--- config.mk ---
export PLATFORM = sky130hd
export DESIGN_NAME = instr_mem_pipe
export DESIGN_NICKNAME = d
export VERILOG_FILES = /design/src/rtl/instr_mem_pkg.sv /design/src/rtl/instr_mem_array.sv /design/src/rtl/instr_mem_pipe.sv
export SDC_FILE = /design/constraint.sdc
export NUM_CORES = 1
export LEC_CHECK = 0
export BUFFER_PORTS_ARGS = -buffer_cell sky130_fd_sc_hd__buf_2
export CAP_MARGIN = 10
export CORE_MARGIN = 3
export CORE_UTILIZATION = 40
export DETAILED_ROUTE_END_ITERATION = 10
export PLACE_DENSITY = 0.71
export SYNTH_ARGS = -nofsm -noshare
export SYNTH_HDL_FRONTEND = slang
export SYNTH_SLANG_ARGS = --single-unit
--- constraint.sdc ---
create_clock -name clk -period 4.1 [get_ports clk]
set_clock_uncertainty 0.15 [all_clocks]
set_input_delay 0.41 -clock clk [delete_from_list [all_inputs] [get_ports clk]]
set_output_delay 0.41 -clock clk [all_outputs]
set_load 0.02 [all_outputs]
--- src/rtl/instr_mem_pkg.sv ---
// instr_mem_pkg: default geometry, NOP word and boot program image for the instruction memory.
package instr_mem_pkg;
  localparam int DATA_W_DEF = 16;
  localparam int ADDR_W_DEF = 8;
  localparam int DEPTH_DEF = 16;
  localparam logic [DATA_W_DEF-1:0] NOP_WORD_DEF = '0;
  function automatic logic [15:0] image_word(int i);
    case (i)
      1: return 16'h8002;
      2: return 16'h4400;
      3: return 16'h8003;
      4: return 16'h4800;
      5: return 16'h8401;
      6: return 16'h4000;
      7: return 16'h8003;
      8: return 16'h4800;
      default: return 16'h0000;
    endcase
  endfunction
endpackage

--- src/rtl/instr_mem_array.sv ---
// instr_mem_array: program storage with combinational read; a writable array with
// write-first bypass when IMEM_LOAD_EN is defined, otherwise a constant ROM.
module instr_mem_array import instr_mem_pkg::*; #(
  parameter int DATA_W = DATA_W_DEF,
  parameter int ADDR_W = ADDR_W_DEF,
  parameter int DEPTH = DEPTH_DEF
) (
`ifdef IMEM_LOAD_EN
  input  logic              clk,
  input  logic              wr_en,
  input  logic [ADDR_W-1:0] wr_addr,
  input  logic [DATA_W-1:0] wr_data,
`endif
  input  logic [ADDR_W-1:0] rd_addr,
  output logic [DATA_W-1:0] rd_data
);
  logic [DATA_W-1:0] mem [DEPTH];
  // One register per word keeps the boot image as a plain declaration initialiser.
  for (genvar i = 0; i < DEPTH; i++) begin : g_word
`ifdef IMEM_LOAD_EN
    logic [DATA_W-1:0] word_q = DATA_W'(image_word(i));
    always_ff @(posedge clk) if (wr_en && wr_addr == ADDR_W'(i)) word_q <= wr_data;
    assign mem[i] = word_q;
`else
    assign mem[i] = DATA_W'(image_word(i));
`endif
  end
  always_comb begin
    rd_data = '0;
    for (int k = 0; k < DEPTH; k++) rd_data = (rd_addr == ADDR_W'(k)) ? mem[k] : rd_data;
`ifdef IMEM_LOAD_EN
    rd_data = (wr_en && wr_addr == rd_addr) ? wr_data : rd_data;
`endif
  end
endmodule

--- src/rtl/instr_mem_pipe.sv ---
// instr_mem_pipe: valid/ready instruction fetch with one registered response stage,
// out-of-range detection and saturating error count; IMEM_LOAD_EN adds a load port.
module instr_mem_pipe import instr_mem_pkg::*; #(
  parameter int DATA_W = DATA_W_DEF,
  parameter int ADDR_W = ADDR_W_DEF,
  parameter int DEPTH = DEPTH_DEF,
  parameter logic [DATA_W-1:0] NOP_WORD = DATA_W'(NOP_WORD_DEF)
) (
  input  logic              clk,
  input  logic              rst,
`ifdef IMEM_LOAD_EN
  input  logic              wr_en,
  input  logic [ADDR_W-1:0] wr_addr,
  input  logic [DATA_W-1:0] wr_data,
`endif
  input  logic              req_valid,
  output logic              req_ready,
  input  logic [ADDR_W-1:0] req_addr,
  output logic              rsp_valid,
  input  logic              rsp_ready,
  output logic [DATA_W-1:0] rsp_data,
  output logic              rsp_err,
  output logic [7:0]        err_cnt
);
  logic rsp_valid_q, rsp_valid_d, rsp_err_q, rsp_err_d, accept, oor;
  logic [DATA_W-1:0] rsp_data_q, rsp_data_d, rd_data;
  logic [7:0] err_cnt_q, err_cnt_d;
  instr_mem_array #(.DATA_W(DATA_W), .ADDR_W(ADDR_W), .DEPTH(DEPTH)) u_array (
`ifdef IMEM_LOAD_EN
    .clk(clk),
    .wr_en(wr_en),
    .wr_addr(wr_addr),
    .wr_data(wr_data),
`endif
    .rd_addr(req_addr),
    .rd_data(rd_data)
  );
  assign req_ready = !rsp_valid_q || rsp_ready;
  assign accept = req_valid && req_ready;
  // Extra bit lets DEPTH = 2**ADDR_W compare without wrapping.
  assign oor = {1'b0, req_addr} >= (ADDR_W+1)'(DEPTH);
  always_comb begin
    rsp_valid_d = req_ready ? req_valid : rsp_valid_q;
    rsp_data_d = accept ? (oor ? NOP_WORD : rd_data) : rsp_data_q;
    rsp_err_d = accept ? oor : rsp_err_q;
    err_cnt_d = (accept && oor && err_cnt_q != 8'hFF) ? err_cnt_q + 8'd1 : err_cnt_q;
  end
  always_ff @(posedge clk or negedge rst) begin
    if (!rst) begin
      rsp_valid_q <= 1'b0;
      rsp_data_q <= NOP_WORD;
      rsp_err_q <= 1'b0;
      err_cnt_q <= '0;
    end else begin
      rsp_valid_q <= rsp_valid_d;
      rsp_data_q <= rsp_data_d;
      rsp_err_q <= rsp_err_d;
      err_cnt_q <= err_cnt_d;
    end
  end
  assign rsp_valid = rsp_valid_q;
  assign rsp_data = rsp_data_q;
  assign rsp_err = rsp_err_q;
  assign err_cnt = err_cnt_q;
endmodule

==> flow_summary.ini, run 1 <==
[die]
die_w_microns = 51.0
die_area_sq_mm = 0.00260
core-area_sq_mm = 0.00182
fp-row-count = 15
initial_utilization = 0.445
num_io_pins = 39
die_h_microns = 51.0

[cells_and_area]
final_core_util = 0.534
antenna_cells = 0
fill_cells = 178
nets = 125
area.growth.synth_to_final_pct = 20.1
final_layout_size_suffix_gt1_frac = 0.327

[clock_tree]
numCtsBuffers = 3
cts_setup_buffers = 0
cts_tree = built
holdBufCountCts = 1
cts_buffer_depth = 2
ctsResizeCount = 0
root_buffer = clkbuf_4
clk-insertion-delay-late_ps = 270
clk_pin_slew_ps = 80
htree_levels = 1
clock-sinks = 16

[yosys]
yosys.area.top_type = dfrtp_1
yosys_register_bits = 16
muxShareOfSynthArea = 0.0139
yosys_warnings = 0
synth_cell_types = 22
synth-simple-area-share = 0.221
synth_cells = 79
synth_fa_ha_area_frac = 0.0155
netlist_area_sq_um = 810
synth_common_cells = dfrtp_1, nand2_1, buf_4, xor2_1, nor2_1
synth_top_family_by_area = simple AND/OR/NAND/NOR gates
synth_edf_count = 0
synth_compound_area_frac = 0.0603
yosysMostFrequentCell = dfrtp_1
ys_seq_area_frac = 0.495
avgSynthCellArea_sq_um = 10.2
synth_ff_type = dfrtp_1
synth_top_cell_area_share = 0.495
ys_async_sr_fraction = 1.00
synthXorXnorAreaFrac = 0.0974
synth_area_leaders = dfrtp_1, buf_4, xor2_1, nand2_1, nor2_1

[routing]
drt_wl_total_microns = 1500
drt_first_pass_iters = 4
wl_per_cell_microns = 11.1
first_iter_violations = 11
vias_per_cell = 4.79
ant_nets = 0
vias = 646
drc = 0

[worst_setup_path]
cp_cell_sequence = ha_1, nand3_1, nor3_1, nor2_1, mux2_2
timing.critical_path.buf_inv = 0
critPathSlowestCell = dfrtp_1
critical_path_required_ps = 4110
cp_data_arrival_time_ps = 1800
start_kind = flop
critPathCaptureType = flop
crit_family = simple AND/OR/NAND/NOR gates
r2r_start = err_cnt[0]
cp_max_fo = 5
path_class = reg -> reg
slowest_delay_ps = 410
startpoint = err_cnt[0]

[power]
power_density_mw_per_mm2 = 540
p_leak_nw = 0.503
vdd_ir_drop_max_mv = 0.415

[grt]
grt_max_degree = 17
grt_pass1_wl_microns = 2480
grt_pass1_vias = 569
grt_usage = 0.127
grt_overflow_total = 0
antenna_found_initial = 0

[placement]
dp_hpwl_microns = 1180
place.gp.congestion = 0.710
port_buffers = 28

[timing]
hold_violations = 0
setup_viol = 0
fin_crit_ps = 1790
tightest_slew_ps = 495
tns_ps = 0
slew_viol_final = 0
max-slew-margin-rel = 0.667
fin_crit_sh = 0.436
rsz0062_at_grt = no
max_clock_freq_mhz = 559

[status]
outcome = complete, no violations

[hold_path]
min-delay-start = req_valid
hold_path_class = in -> reg

[job]
maxCapViolCount = 0
==> metal layers <==
layer	GRT usage	vias up	wire [microns]
li1	-	316	-
met1	0.151	305	655
met2	0.217	23	732
met3	0.0292	2	100
met4	0.0538	0	11
met5	0	-	0
==> cell usage in the layout, fill, tap and decap left out, drive strengths merged <==
cell type    count
nor4             3
nor2             6
dlygate4sd3      1
clkbuf           3
nand4            1
a22o             2
nand3            3
o41ai            1
nand2b           2
xnor2            2
buf             28
o21ai            2
or4              1
nor3             4
a21oi            1
nor3b            1
nor2b            1
xor2             7
or4b             1
conb            10
dfrtp           16
ha               1
nand2           12
mux2             1
==> cells by family (layout without fill, tap and decap cells) <==
family,count (synthesis),in the layout
fa+ha+maj,1,1
compound gates,6,6
xor+xnor,9,9
flops,16,16
simple gates,35,35
mux,1,1
other cells,1,10
buf+inv,10,32
==> through the flow <==
| stage | area (sq um) | total power [mW] | worst slack [ps] | hold slack (ps) | std cells |
|---|---|---|---|---|---|
| 5_1_grt | 972 | 0.563 | 2180 | 210 | 135 |
| 3_3_place_gp | 940 | 0.446 | 2130 | 186 | 131 |
| 2_1_floorplan | 843 | 0.385 | 2250 | -35.6 | 88 |
| 6_report | 972 | 0.525 | 2310 | 210 | 135 |
| 4_1_cts | 972 | 0.532 | 2310 | 197 | 135 |
| 3_5_place_dp | 940 | 0.452 | 2090 | 189 | 131 |
==> registers in the layout, summed over array words and instances, names as in the netlist <==
signal     cells
err_cnt        8
rsp_valid      1
rsp_err        1
rsp_data       6
==> layout make-up <==
cell class	instances	area, sq um	area share
repair buffers	29	150	0.154
flip-flops and latches	16	400	0.412
clock buffers	3	22.5	0.0232
multi-input cells	62	368	0.378
well taps	25	31.3	0.0322
==> final timing paths <==
path                       depth (start not counted)  slack [ps]            to
setup / recovery                                   5        2310    err_cnt[1]
hold / removal                                     2         210     rsp_valid
setup reg to reg                                   5        2310    err_cnt[1]
hold reg to reg                                    2         320  rsp_data[15]
max in group asynchronous                          2        3090    err_cnt[4]
min in group asynchronous                          2         440   rsp_data[1]
==> where the power goes <==
part | internal [mW] | switching [mW] | total, mW | leakage (nW)
Combinational | 0.0723 | 0.124 | 0.197 | 0.289
Sequential | 0.201 | 0.0492 | 0.251 | 0.200
Clock | 0.0340 | 0.0434 | 0.0774 | 0.0138
Power figures use the tool's default switching activity.
==> run 2, diff against run 1 <==
--- a/config.mk
+++ b/config.mk
@@ -5,12 +5,13 @@
 export SDC_FILE = /design/constraint.sdc
 export NUM_CORES = 1
 export LEC_CHECK = 0
+export ABC_AREA = 1
 export BUFFER_PORTS_ARGS = -buffer_cell sky130_fd_sc_hd__buf_2
 export CAP_MARGIN = 10
 export CORE_MARGIN = 3
 export CORE_UTILIZATION = 40
 export DETAILED_ROUTE_END_ITERATION = 10
-export PLACE_DENSITY = 0.71
+export PLACE_DENSITY = 0.7
 export SYNTH_ARGS = -nofsm -noshare
 export SYNTH_HDL_FRONTEND = slang
 export SYNTH_SLANG_ARGS = --single-unit
==> constraint.sdc (replaced) <==
create_clock -name clk -period 1.57 [get_ports clk]
set_clock_uncertainty 0.15 [all_clocks]
set_input_delay 0.157 -clock clk [delete_from_list [all_inputs] [get_ports clk]]
set_output_delay 0.157 -clock clk [all_outputs]
set_load 0.02 [all_outputs]
==> run 2 against run 1 <==
Effect of this change: die area increased by 20%; combinational power is 130% higher; synthesized cell count is 67% higher; clock-buffer cell count up 1; largest power group unchanged.
==> flow_summary.ini, run 2 <==
[status]
outcome = complete, no violations

[yosys]
synth_area_leaders = dfrtp_1, nand2_1, buf_4, nor2_1, xnor2_1
ys_async_sr_fraction = 1.00
synth_cell_types = 22
synth_common_cells = nand2_1, nor2_1, dfrtp_1, buf_4, inv_1
yosys.area.top_type = dfrtp_1
avgSynthCellArea_sq_um = 7.55
synth_cells = 132
yosys_warnings = 0
synth_ff_type = dfrtp_1
yosysMostFrequentCell = nand2_1
synth_edf_count = 0
ys_seq_area_frac = 0.402
synth_top_cell_area_share = 0.402
yosys_register_bits = 16
netlist_area_sq_um = 997

[clock_tree]
clk-insertion-delay-late_ps = 290
clock-sinks = 16
cts_buffer_depth = 2
cts_tree = built
clk_pin_slew_ps = 90
cts_setup_buffers = 0
numCtsBuffers = 3
root_buffer = clkbuf_4
htree_levels = 1

[cells_and_area]
final_core_util = 0.517
antenna_cells = 0
design_area_sq_mm = 0.00119
multi_input_area_sq_um = 513
area.growth.synth_to_final_pct = 19.1
nets = 179
largest_register_ffs = 8
seqCellArea_sq_um = 400
final_common_cell = nand2_1
most-common-layout-cells = nand2_1, buf_2, nor2_1
final_layout_size_suffix_gt1_frac = 0.261
post_layout_nonfiller_instances = 193
fill_cells = 232

[grt]
gr-usage-met3 = 0.0418
antenna_found_initial = 0
grt_max_degree = 17
met1_usage = 0.175
grt_pass1_vias = 792
gr-usage-met2 = 0.209
grt_usage = 0.133
grt_overflow_total = 0
grt_pass1_wl_microns = 3420
busiest_layer = met2

[routing]
drt_first_pass_iters = 4
vias = 889
wl_per_cell_microns = 9.94
vias_per_cell = 4.61
drc = 0
drt_wl_total_microns = 1920
first_iter_violations = 15
ant_nets = 0

[die]
num_io_pins = 39
core-area_sq_mm = 0.00230
die_h_microns = 55.9
initial_utilization = 0.434
fp-row-count = 17
die_area_sq_mm = 0.00313
die_w_microns = 55.9

[timing]
max_clock_freq_mhz = 685
rsz0062_at_grt = no
hold_violations = 0
fin_crit_ps = 1460
setup_viol = 0
tns_ps = 0
slew_viol_final = 0
fin_crit_sh = 0.930

[placement]
dp_cells = 187
dp_hpwl_microns = 1500
placed_area_sq_mm = 0.00113
port_buffers = 28
place.gp.congestion = 0.841

[power]
p_leak_nw = 0.650
vdd_ir_drop_max_mv = 0.614
power_density_mw_per_mm2 = 1110

[worst_setup_path]
cp_cell_sequence = dlygate4sd3_1, buf_2, inv_1, a21oi_4, nand2_4, nor2_4, nand2_1, o21ai_0
critPathSlowestCell = dlygate4sd3_1
path_class = in -> reg
critPathCaptureType = flop
cp_data_arrival_time_ps = 1510
cp_max_fo = 7
slowest_delay_ps = 530
critical_path_required_ps = 1620
start_kind = input port

[job]
maxCapViolCount = 0

[hold_path]
hold_path_class = in -> reg
==> run 2: cell count changes after synthesis, sizes merged, moves of 3 or more <==
cell,change
nand2,+38
nor2,+13
inv,+10
o21ai,+6
xor2,-6
nor3,-4
nand3,+3
nor4,-3
xnor2,+3
==> run 2: per-layer routing <==
metal	routed length [microns]	share of wire	up-vias
met2	883	0.46	30
met1	870	0.45	395
met5	0	0	-
met4	10	0.0052	0
li1	-	-	462
met3	153	0.080	2
==> run 2: critical path, delay by kind of cell <==
family	cells	cell delay [ps]
buffers and inverters	3	690
AND/OR/NAND/NOR	3	340
AO/OA/AOI/OAI	2	330
==> run 2: final timing paths <==
kind,startpoint,endpoint,slack (ps),cells past startpoint
max,req_valid,err_cnt[7],110,8
min,rsp_ready,rsp_valid,10,4
max reg2reg,err_cnt[0],err_cnt[7],120,6
min reg2reg,rsp_err,rsp_err,330,2
max in group asynchronous,rst,rsp_valid,850,2
min in group asynchronous,rst,err_cnt[1],150,2
==> run 2: timing repair <==
| action | CTS | global route |
|---|---|---|
| gates resized for setup | 0 | 0 |
| hold buffers | 2 | 0 |
| hold endpoints to repair | 17 | 0 |
==> run 2: area by class of cell <==
class / instances / area share
clock buffers: 4 / 0.0306
inverters: 11 / 0.0358
multi-input cells: 104 / 0.432
flip-flops and latches: 16 / 0.337
well taps: 28 / 0.0295
repair buffers: 30 / 0.135
==> run 2: where the power goes <==
part / internal [mW] / leakage [nW] / switching, mW
Combinational: 0.168 / 0.419 / 0.291
Clock: 0.141 / 0.0210 / 0.130
Sequential: 0.488 / 0.210 / 0.103
Total: 0.798 / 0.650 / 0.525
==> run 2: logic make-up after synthesis <==
logic type,after synthesis,share of synthesized area
buf+inv,21,0.118
flops,16,0.402
fa+ha+maj,1,0.0125
xor+xnor,6,0.0527
other cells,1,0.00376
compound gates,11,0.0703
simple gates,76,0.341
==> run 2: per-stage QoR <==
step	hold WS, ps	power, mW	setup slack, ps
floorplan	-289	0.923	143
global placement	-61.2	1.05	215
detailed placement	-53.4	1.06	148
CTS	12.5	1.34	120
global route	36.0	1.42	33.8
finish	14.5	1.32	110
==> run 3, diff against run 2 <==
--- a/config.mk
+++ b/config.mk
@@ -5,13 +5,13 @@
 export SDC_FILE = /design/constraint.sdc
 export NUM_CORES = 1
 export LEC_CHECK = 0
-export ABC_AREA = 1
+export ABC_AREA = 0
 export BUFFER_PORTS_ARGS = -buffer_cell sky130_fd_sc_hd__buf_2
 export CAP_MARGIN = 10
 export CORE_MARGIN = 3
 export CORE_UTILIZATION = 40
 export DETAILED_ROUTE_END_ITERATION = 10
-export PLACE_DENSITY = 0.7
+export PLACE_DENSITY = 0.74
 export SYNTH_ARGS = -nofsm -noshare
 export SYNTH_HDL_FRONTEND = slang
 export SYNTH_SLANG_ARGS = --single-unit
==> run 3 against run 2 <==
Effect of this change: critical path depth fell by 3; clock power rose by 4%; final area fell by 2.0%; fmax fell by 2.8%; clock-buffer cell count did not move; core utilization rose by 12 points; largest power group is now combinational logic; highest routed layer unchanged.
==> flow_summary.ini, run 3 (synthesized netlist as in run 1, its figures left out) <==
[status]
outcome = complete, no violations

[die]
die_area_sq_mm = 0.00260
die_h_microns = 51.0
die_w_microns = 51.0
num_io_pins = 39
fp-row-count = 15
initial_utilization = 0.445
core-area_sq_mm = 0.00182

[cells_and_area]
most-common-layout-cells = buf_2, dfrtp_1, nand2_1
area.growth.synth_to_final_pct = 43.7
final_layout_size_suffix_gt1_frac = 0.467
fill_cells = 161
largest_register_ffs = 8
final_common_cell = buf_2
antenna_cells = 0
nets = 136

[placement]
port_buffers = 28
dp_hpwl_microns = 1360
place.gp.congestion = 0.762

[grt]
grt_pass1_wl_microns = 2900
grt_max_degree = 17
grt_usage = 0.156
grt_overflow_total = 0
grt_pass1_vias = 672
antenna_found_initial = 0

[clock_tree]
cts_buffer_depth = 2
htree_levels = 1
cts_tree = built
root_buffer = clkbuf_4
clk-insertion-delay-late_ps = 300
clk_pin_slew_ps = 100
clock-sinks = 16
numCtsBuffers = 3

[timing]
fin_crit_sh = 0.957
fin_crit_ps = 1500
hold_violations = 0
max_clock_freq_mhz = 666
setup_viol = 0
fin_worst_hold_slack_ps = 22.8
tns_ps = 0
slew_viol_final = 0

[routing]
vias_per_cell = 4.80
first_iter_violations = 8
drt_wl_total_microns = 1820
drt_first_pass_iters = 4
ant_nets = 0
wl_per_cell_microns = 12.4
drc = 0
vias = 705

[worst_setup_path]
path_class = reg -> reg
cp_max_fo = 5
reg2reg_slack_ps = 70
start_kind = flop
critPathCaptureType = flop
cp_data_arrival_time_ps = 1540
critical_path_required_ps = 1610

[power]
p_leak_nw = 0.580
power_density_mw_per_mm2 = 1440
vdd_ir_drop_max_mv = 0.921

[hold_path]
hold_path_class = in -> reg

[job]
maxCapViolCount = 0
-- run 3: routing by layer --
layer / global-route usage / share of wire / up-vias
met5: 0 / 0 / -
met4: 0.112 / 0.028 / 0
met3: 0.0262 / 0.059 / 5
met2: 0.266 / 0.51 / 30
met1: 0.173 / 0.40 / 331
li1: - / - / 339
-- run 3: final timing paths --
path                             start     endpoint  cells after the start
setup / recovery            err_cnt[1]   err_cnt[1]                      5
hold / removal             req_addr[1]  rsp_data[1]                      3
setup reg to reg            err_cnt[1]   err_cnt[1]                      5
hold reg to reg                rsp_err      rsp_err                      2
max in group asynchronous          rst   err_cnt[0]                      2
min in group asynchronous          rst   err_cnt[5]                      2
-- run 3: worst max-delay path, stage by stage, from the launching register on --
cell and delay [ps]:
dfrtp_2 410, ha_4 150, nand3_4 80, nor3_4 270, nor2_4 60, mux2_2 270
-- run 3: layout make-up --
type,count,area (sq um),share of cell area
multi-input cells,62,452,0.388
flip-flops and latches,16,404,0.347
repair buffers,40,240,0.206
clock buffers,4,36.3,0.0312
well taps,25,31.3,0.0269
-- run 3: repair_timing --
| action | in CTS | in global routing |
|---|---|---|
| hold buffers | 4 | 0 |
| hold endpoints to repair | 18 | 0 |
| gates resized for setup | 0 | 5 |
| endpoints found under the setup margin | 0 | 3 |
| buffers inserted | 0 | 1 |
-- run 3: report_power, final --
part,internal (mW),switching (mW),leakage (nW)
logic,0.304,0.441,0.362
clock network,0.142,0.140,0.0210
registers,0.531,0.117,0.197
-- run 3: through the flow --
stage	cells	util	worst slack, ps	total power, mW	area [sq um]
after floorplan	88	-	-3.11	1.07	898
after global placement	138	0.575	-97.0	1.31	1050
after detailed placement	138	0.575	-126	1.34	1050
after CTS	146	0.617	6.01	1.64	1120
after global routing	147	0.639	-1.34	1.79	1160
final	147	0.639	67.7	1.68	1160
